===== config.mk =====
export PLATFORM = sky130hd
export DESIGN_NAME = mem_bus_arbiter
export DESIGN_NICKNAME = d
export VERILOG_FILES = /design/src/rtl/mem_bus_pkg.sv /design/src/rtl/mem_tag_fifo.sv /design/src/rtl/mem_bus_arbiter.sv
export SDC_FILE = /design/constraint.sdc
export NUM_CORES = 1
export LEC_CHECK = 0
export BUFFER_PORTS_ARGS = -buffer_cell sky130_fd_sc_hd__buf_2
export CAP_MARGIN = 20
export CELL_PAD_IN_SITES_DETAIL_PLACEMENT = 2
export CELL_PAD_IN_SITES_GLOBAL_PLACEMENT = 2
export CORE_MARGIN = 4
export CORE_UTILIZATION = 11
export CTS_CLUSTER_SIZE = 24
export DETAILED_ROUTE_END_ITERATION = 10
export GPL_ROUTABILITY_DRIVEN = 1
export PLACE_DENSITY_LB_ADDON = 0.05
export SETUP_SLACK_MARGIN = 0.2
export SKIP_LAST_GASP = 1
export SYNTH_ARGS = -nofsm -noshare
export SYNTH_HDL_FRONTEND = slang
export SYNTH_SLANG_ARGS = --single-unit

===== constraint.sdc =====
create_clock -name clk -period 2.4 [get_ports clk]
set_clock_uncertainty 0.05 [all_clocks]
set_input_delay 0.12 -clock clk [delete_from_list [all_inputs] [get_ports clk]]
set_output_delay 0.12 -clock clk [all_outputs]
set_load 0.1 [all_outputs]

===== src/rtl/mem_bus_pkg.sv =====
// Shared encodings for the instruction/data memory bus arbiter and its tag FIFO.
// Latency: n/a (types and constants only).
// Backpressure: n/a.
package mem_bus_pkg;

  localparam int MAX_OUT_DEF = 2;

  localparam logic OWN_INST = 1'b0;
  localparam logic OWN_DATA = 1'b1;

  localparam logic [1:0] SZ_B = 2'd0;
  localparam logic [1:0] SZ_H = 2'd1;
  localparam logic [1:0] SZ_W = 2'd2;

  // One entry per outstanding bus request, kept in issue order.
  typedef struct packed {
    logic owner;    // OWN_INST or OWN_DATA
    logic discard;  // response must be dropped (cancelled fetch)
  } tag_t;

endpackage


===== src/rtl/mem_tag_fifo.sv =====
// Tag FIFO: records owner/discard of each outstanding bus request in issue order.
// Latency: push/pop take effect at the next clk edge; head is a registered read.
// Backpressure: push ignored while full, pop ignored while empty.
// Ports: clk, rstn (async active-low); push_i/push_tag_i, pop_i, flush_i (mark
//        inst entries as discard); full_o, empty_o, head_o (oldest entry).
module mem_tag_fifo
  import mem_bus_pkg::*;
#(
  parameter int DEPTH = MAX_OUT_DEF
) (
  input  logic clk,
  input  logic rstn,
  input  logic push_i,
  input  tag_t push_tag_i,
  input  logic pop_i,
  input  logic flush_i,
  output logic full_o,
  output logic empty_o,
  output tag_t head_o
);

  localparam int PTR_W = (DEPTH > 1) ? $clog2(DEPTH) : 1;
  localparam int CNT_W = $clog2(DEPTH + 1);

  tag_t             mem_q [DEPTH];
  logic [PTR_W-1:0] wr_ptr_q, wr_ptr_d;
  logic [PTR_W-1:0] rd_ptr_q, rd_ptr_d;
  logic [CNT_W-1:0] count_q, count_d;
  logic             do_push, do_pop;

  assign full_o  = (count_q == CNT_W'(DEPTH));
  assign empty_o = (count_q == '0);
  assign head_o  = mem_q[rd_ptr_q];
  assign do_push = push_i & ~full_o;
  assign do_pop  = pop_i & ~empty_o;

  always_comb begin
    wr_ptr_d = wr_ptr_q;
    rd_ptr_d = rd_ptr_q;
    count_d  = count_q;
    if (do_push) begin
      wr_ptr_d = (wr_ptr_q == PTR_W'(DEPTH - 1)) ? '0 : wr_ptr_q + PTR_W'(1);
    end
    if (do_pop) begin
      rd_ptr_d = (rd_ptr_q == PTR_W'(DEPTH - 1)) ? '0 : rd_ptr_q + PTR_W'(1);
    end
    unique case ({do_push, do_pop})
      2'b10:   count_d = count_q + CNT_W'(1);
      2'b01:   count_d = count_q - CNT_W'(1);
      default: count_d = count_q;
    endcase
  end

  always_ff @(posedge clk or negedge rstn) begin
    if (!rstn) begin
      wr_ptr_q <= '0;
      rd_ptr_q <= '0;
      count_q  <= '0;
      for (int i = 0; i < DEPTH; i++) begin
        mem_q[i] <= '0;
      end
    end else begin
      wr_ptr_q <= wr_ptr_d;
      rd_ptr_q <= rd_ptr_d;
      count_q  <= count_d;
      // Marking free slots too is harmless: a push overwrites the whole tag.
      for (int i = 0; i < DEPTH; i++) begin
        if (flush_i && mem_q[i].owner == OWN_INST) begin
          mem_q[i].discard <= 1'b1;
        end
      end
      // Placed after the flush loop so a new tag always lands intact.
      if (do_push) begin
        mem_q[wr_ptr_q] <= push_tag_i;
      end
    end
  end

endmodule


===== src/rtl/mem_bus_arbiter.sv =====
// Arbitrates fetch and load/store onto one SRAM-like bus (data has priority) and
// routes in-order responses back. Latency: addr_ok/data_ok combinational, zero added.
// Backpressure: bus_req drops while MAX_OUT requests are outstanding.
// Ports: clk, rstn; flush; inst_* fetch side; data_* load/store side; bus_* bridge
//        side. All outputs are forced to 0 while rstn is low.
module mem_bus_arbiter
  import mem_bus_pkg::*;
#(
  parameter int ADDR_W  = 32,
  parameter int DATA_W  = 32,
  parameter int MAX_OUT = MAX_OUT_DEF
) (
  input  logic              clk,
  input  logic              rstn,
  input  logic              flush,
  input  logic              inst_req,
  input  logic [ADDR_W-1:0] inst_addr,
  output logic              inst_addr_ok,
  output logic              inst_data_ok,
  output logic [DATA_W-1:0] inst_rdata,
  input  logic              data_req,
  input  logic              data_wr,
  input  logic [1:0]        data_size,
  input  logic [3:0]        data_wstrb,
  input  logic [ADDR_W-1:0] data_addr,
  input  logic [DATA_W-1:0] data_wdata,
  output logic              data_addr_ok,
  output logic              data_data_ok,
  output logic [DATA_W-1:0] data_rdata,
  output logic              bus_req,
  output logic              bus_wr,
  output logic [1:0]        bus_size,
  output logic [3:0]        bus_wstrb,
  output logic [ADDR_W-1:0] bus_addr,
  output logic [DATA_W-1:0] bus_wdata,
  input  logic              bus_addr_ok,
  input  logic              bus_data_ok,
  input  logic [DATA_W-1:0] bus_rdata
);

  logic fifo_full, fifo_empty;
  logic accept, pop;
  tag_t push_tag, head;

  always_comb begin
    bus_req   = 1'b0;
    bus_wr    = 1'b0;
    bus_size  = SZ_B;
    bus_wstrb = '0;
    bus_addr  = '0;
    bus_wdata = '0;
    if (rstn) begin
      bus_req = (inst_req | data_req) & ~fifo_full;
      if (data_req) begin
        bus_wr    = data_wr;
        bus_size  = data_size;
        bus_wstrb = data_wstrb;
        bus_addr  = data_addr;
        bus_wdata = data_wdata;
      end else begin
        bus_size = SZ_W;
        bus_addr = inst_addr;
      end
    end
  end

  assign accept       = bus_req & bus_addr_ok;
  assign data_addr_ok = accept & data_req;
  assign inst_addr_ok = accept & ~data_req;

  // A fetch accepted during a flush belongs to the cancelled stream.
  assign push_tag.owner   = data_req ? OWN_DATA : OWN_INST;
  assign push_tag.discard = ~data_req & flush;

  // Responses with nothing outstanding are a bridge error and are ignored.
  assign pop          = rstn & bus_data_ok & ~fifo_empty;
  assign data_data_ok = pop & (head.owner == OWN_DATA) & ~head.discard;
  // Same-cycle flush cancels the fetch response being popped right now.
  assign inst_data_ok = pop & (head.owner == OWN_INST) & ~head.discard & ~flush;

  assign inst_rdata = rstn ? bus_rdata : '0;
  assign data_rdata = rstn ? bus_rdata : '0;

  mem_tag_fifo #(.DEPTH(MAX_OUT)) u_fifo (
    .clk        (clk),
    .rstn       (rstn),
    .push_i     (accept),
    .push_tag_i (push_tag),
    .pop_i      (pop),
    .flush_i    (flush),
    .full_o     (fifo_full),
    .empty_o    (fifo_empty),
    .head_o     (head)
  );

endmodule


=== Word level (Yosys, flattened, before mapping) ===
Index checks and enable logic that the tools add are counted.

* Register bits after elaboration: 8
* Input bits: 142
* Output and inout port bits: 140
* Word-level logic and storage cells: 72

* Add/subtract/negate cells: 4
* Order comparisons: 3
* Eq/ne operators: 3
* Mux-type cells: 25
* Bitwise gates (word level): 25
* Reduce and logical (&&, ||, !) cells: 5

{| class="wikitable"
|+ Operators by type and width
! cell !! number
|-
| $mux 32 || 5
|-
| $and 1x1->1 || 14
|-
| $mux 2 || 6
|-
| $mux 1 || 8
|-
| $mux 4 || 2
|-
| $not 1->1 || 8
|-
| $bwmux 4 || 1
|-
| $eq 2x2->1 const B || 2
|-
| $ge 2x2->1 const B || 2
|-
| $not 1->2 || 2
|-
| $pmux 2 s2 || 1
|-
| $logic_and 1x1->1 || 3
|-
| $mux 3 || 1
|-
| $add 1x1->1 const B || 2
|-
| $add 2x1->2 const B || 1
|-
| $demux 2 s1 || 1
|-
| $eq 2x1->1 const B || 1
|-
| $logic_not 2->1 || 1
|-
| $lt 2x1->1 const B || 1
|-
| $reduce_bool 2->1 || 1
|-
| $sub 2x1->2 const B || 1
|-
| $or 1x1->1 || 1
|}

=== Logic depth before layout (Yosys ltp) ===
* Depth after elaboration: 8
* Gate-level depth with buffers: 7
* Gate-level depth less buffers: 6

=== Hierarchy ===
A second synthesis with hierarchy kept.

* Cells, all modules: 233
* Area total of the unflattened synthesis: 1793.0 um^2

{| class="wikitable"
|+ Modules (own cells, without submodules)
! module !! instances !! cells an instance !! area each (um^2) !! sequential area each (um^2)
|-
| mem_bus_arbiter || 1 || 199 || 1385.1 || 0.0
|-
| mem_tag_fifo || 1 || 34 || 407.9 || 200.2
|}

=== Worst setup path before layout ===
No wires, ideal clock.

* Path kind: register to output
* Start point: reg u_fifo.count_q[0]
* End point: out inst_data_ok
* Data arrival time: 2880 ps
* Data required time: 2230 ps
* Slack: -650 ps
* Stages on the path, launching flop included: 4
* Buffers on the path: 0
* Path through: dfrtp_1 o211a_1 nand2_1 nor3b_1

* Word-level cells in the longest chain between the ends: 6

{| class="wikitable"
|+ Ends and longest elaborated chain
! element !! RTL line !! source
|-
| start: declaration || mem_tag_fifo.sv:28 || <nowiki>logic [CNT_W-1:0] count_q, count_d;</nowiki>
|-
| start signal: assignment || mem_tag_fifo.sv:65 || <nowiki>count_q <= count_d;</nowiki>
|-
| $logic_not 2->1 || mem_tag_fifo.sv:32 || <nowiki>assign empty_o = (count_q == '0);</nowiki>
|-
| $not 1->1 || mem_bus_arbiter.sv:76 || <nowiki>assign pop = rstn & bus_data_ok & ~fifo_empty;</nowiki>
|-
| $and 1x1->1 || mem_bus_arbiter.sv:76 ||
|-
| $and 1x1->1 (3 in series) || mem_bus_arbiter.sv:79 || <nowiki>assign inst_data_ok = pop & (head.owner == OWN_INST) & ~head.discard & ~flush;</nowiki>
|-
| end: declaration || mem_bus_arbiter.sv:19 || <nowiki>output logic inst_data_ok,</nowiki>
|}

Every way passes these cells.

=== Worst setup path in the final report ===
* Start point: in rstn
* End point: out data_addr_ok

* Word-level cells in the longest chain between the ends: 3

{| class="wikitable"
|+ Ends and longest elaborated chain
! element !! RTL line !! source
|-
| start: declaration || mem_bus_arbiter.sv:14 || <nowiki>input logic rstn,</nowiki>
|-
| $mux 1 || mem_bus_arbiter.sv:52 || <nowiki>if (rstn) begin</nowiki>
|-
| $and 1x1->1 || mem_bus_arbiter.sv:67 || <nowiki>assign accept = bus_req & bus_addr_ok;</nowiki>
|-
| $and 1x1->1 || mem_bus_arbiter.sv:68 || <nowiki>assign data_addr_ok = accept & data_req;</nowiki>
|-
| end: declaration || mem_bus_arbiter.sv:27 || <nowiki>output logic data_addr_ok,</nowiki>
|}

Every way passes these cells.

==> impl_metrics.toml <==
[status]
status = "finished, final reports clean"

[clocking]
clk_pin_slew_ns = 0.04
cts_made_buffers = 3
post_cts_buffers = 0
cts_max_level = 1
cts.sinks = 8
clock-root-buffer = "clkbuf_16"
cts_tree = "done"
clk_path_buf_depth = 2
clk_latency_ns = 0.23

[drt]
top_layer = "met5"
drt_iter0_markers = 68
drt-pass1-iter-count = 3
wl_met2_mm = 5.72
dr_wl_met3_mm = 1.20
wl_mm = 10.4
wl_per_cell_um = 15.4
num_vias = 2538
m1WireLength_mm = 3.35
drc = 0
drtAntennaViolNets = 0
via_per_inst = 3.75

[sta]
fin_crit_ns = 2.15
max_slew_margin = 0.661
tightest_slew_ns = 0.512
fin_crit_sh = 0.895
finalSetupViolCount = 0
rsz0062_at_grt = "true"
final-max-slew-violation-count = 0
fmax_ghz = 0.465
timing.final.hold_violations = 0

[floorplanning]
start_util = 0.113
io_pins = 282
core_sq_mm = 0.0153
die_area_sq_mm = 0.0178
die_h_um = 133
die_w_um = 133
rows = 45

[final_layout]
layout_commonest_cell = "buf_2"
final_cells = 677
multi_input_area_sq_mm = 0.00126
area_growth_pct = 111
nets = 610
final_cell_mix = "buf_2, and3_1, mux2i_1"
drive_above_1_share = 0.675
fillers = 1817
seq_area_sq_um = 200
final_util = 0.238

[logic_synthesis]
ys_ff_latch = 8
synth.distinct_cells = 27
async_flop_share = 1.00
ys_seq_area_frac = 0.116
avgSynthCellArea_sq_um = 7.57
synth_top_family_by_area = "simple AND/OR/NAND/NOR gates"
synthAdderAreaFrac = 0.00725
ys.flop_type = "dfrtp_1"
synth-compound-area-share = 0.0442
syn_area_sq_mm = 0.00173
synth_xor_area_frac = 0.0254
synth_cells = 228
synth_nets = 371
synth_edf_count = 0
yosysWarningCount = 0
synth_simple_gate_area_share = 0.415
synthMuxAreaShare = 0.204

[critical_path]
critPathArrivalTime_ns = 1.98
path_class = "input pin to primary output"
cp_slowest_cell = "dlygate4sd3_1"
slowest_delay_ns = 0.53
timing.rr.start = "u_fifo.count_q[1]"
r2r_cells = 6
path_cells = "dlygate4sd3_1, buf_2, o21ai_2, or3b_1, nor2_1, buf_12"
end_kind = "primary output"
path_max_fanout = 6
crit_start = "rstn"
critical_path_required_ns = 2.23
crit_path_end = "data_addr_ok"
worstSetupStartpointType = "input pin"
ff2ff_setup_slack_ns = 0.53
reg2reg_to = "u_fifo.count_q[1]"

[place]
dp_hpwl_mm = 8.69
gp_congestion = 0.709
dp.cells = 671
portBuffers = 281

[pwr]
ir_drop_uv = 216
power.density_mw_per_mm2 = 607
p_leak_nw = 2.17

[worst_hold_path]
holdPathStages = 3
hold_path_class = "input pin to flop"

[grt]
grt_pass1_vias = 2753
antenna_found_initial = 5
overflow = 0
grt.total_usage = 0.107
grt_max_degree = 74
grt_pass1_wl_mm = 15.3

[run]
drv_cap = 0
[Yosys cell counts (2+ instances only)]
master    number  area [sq um]
o31ai_1        3          22.5
buf_4         32           240
nor2_1         5          18.8
and3_1        38           238
nor2b_1       34           213
nand2_1        3          11.3
buf_2          5          25.0
mux2i_1       34           340
clkbuf_1      15          56.3
xor2_1         2          17.5
and2_1        32           200
dfrtp_1        8           200
xnor2_1        3          26.3
[cell families after synthesis]
family	after synthesis
and+or+nand+nor	117
buffers and inverters	53
muxes	35
AOI/OAI and AO/OA	9
DFF	8
xor gates and xnor gates	5
adders and majority gates	1
[power by group]
part           total [W]  switching [W]  internal, W
sequential      0.000272      0.0000680     0.000204
clock           0.000282      0.0000669     0.000215
combinational    0.00166        0.00121     0.000442
[flip-flops by register name, indices dropped and copies added, names as in the netlist]
name,cells
u_fifo.wr_ptr_q,1
u_fifo.rd_ptr_q,1
u_fifo.mem_q,4
u_fifo.count_q,2
[worst max-delay path, delay by kind of cell]
kind                   cells  cell delay (ns)
buffers and inverters      3             0.97
and+or+nand+nor            2             0.74
AOI/OAI and AO/OA          1             0.14
[metrics by stage]
stage	power [W]	TNS (ns)	cell area (sq um)	hold slack, ns	setup WS [ns]
5_1_grt	0.00231	0	3640	0.168	0.137
3_5_place_dp	0.00194	0	3520	0.176	0.536
3_3_place_gp	0.00193	0	3520	0.180	0.549
6_report	0.00221	0	3640	0.150	0.251
2_1_floorplan	0.00155	-0.182	1780	-0.226	-0.0912
4_1_cts	0.00223	0	3610	0.151	0.225
[what timing repair did]
action                     in CTS  in global routing
setup endpoints to repair       0                  3
hold buffers                    1                  0
hold endpoints to repair        8                  0
gates resized for setup         0                  1
[worst min-delay path by stage]
stage | from | endpoint
floorplan | rstn | u_fifo.count_q[0]
global placement | rstn | u_fifo.rd_ptr_q
detailed placement | rstn | u_fifo.count_q[1]
CTS | flush | u_fifo.mem_q[2]
global route | flush | u_fifo.mem_q[2]
finish | flush | u_fifo.mem_q[2]
[routing by layer]
metal | vias to the layer above | GRT usage
li1 | 1207 | -
met1 | 1170 | 0.102
met2 | 140 | 0.208
met3 | 13 | 0.0506
met4 | 8 | 0.0177
met5 | - | 0
[layout make-up]
cell class              count  share of cell area
clock buffers               3              0.0206
inverters                   1             0.00103
diodes                      1            0.000688
multi-input cells         167               0.346
flip-flops and latches      8              0.0550
well taps                 211              0.0726
repair buffers            286               0.504
No activity file was read; power rests on OpenSTA's default activity.
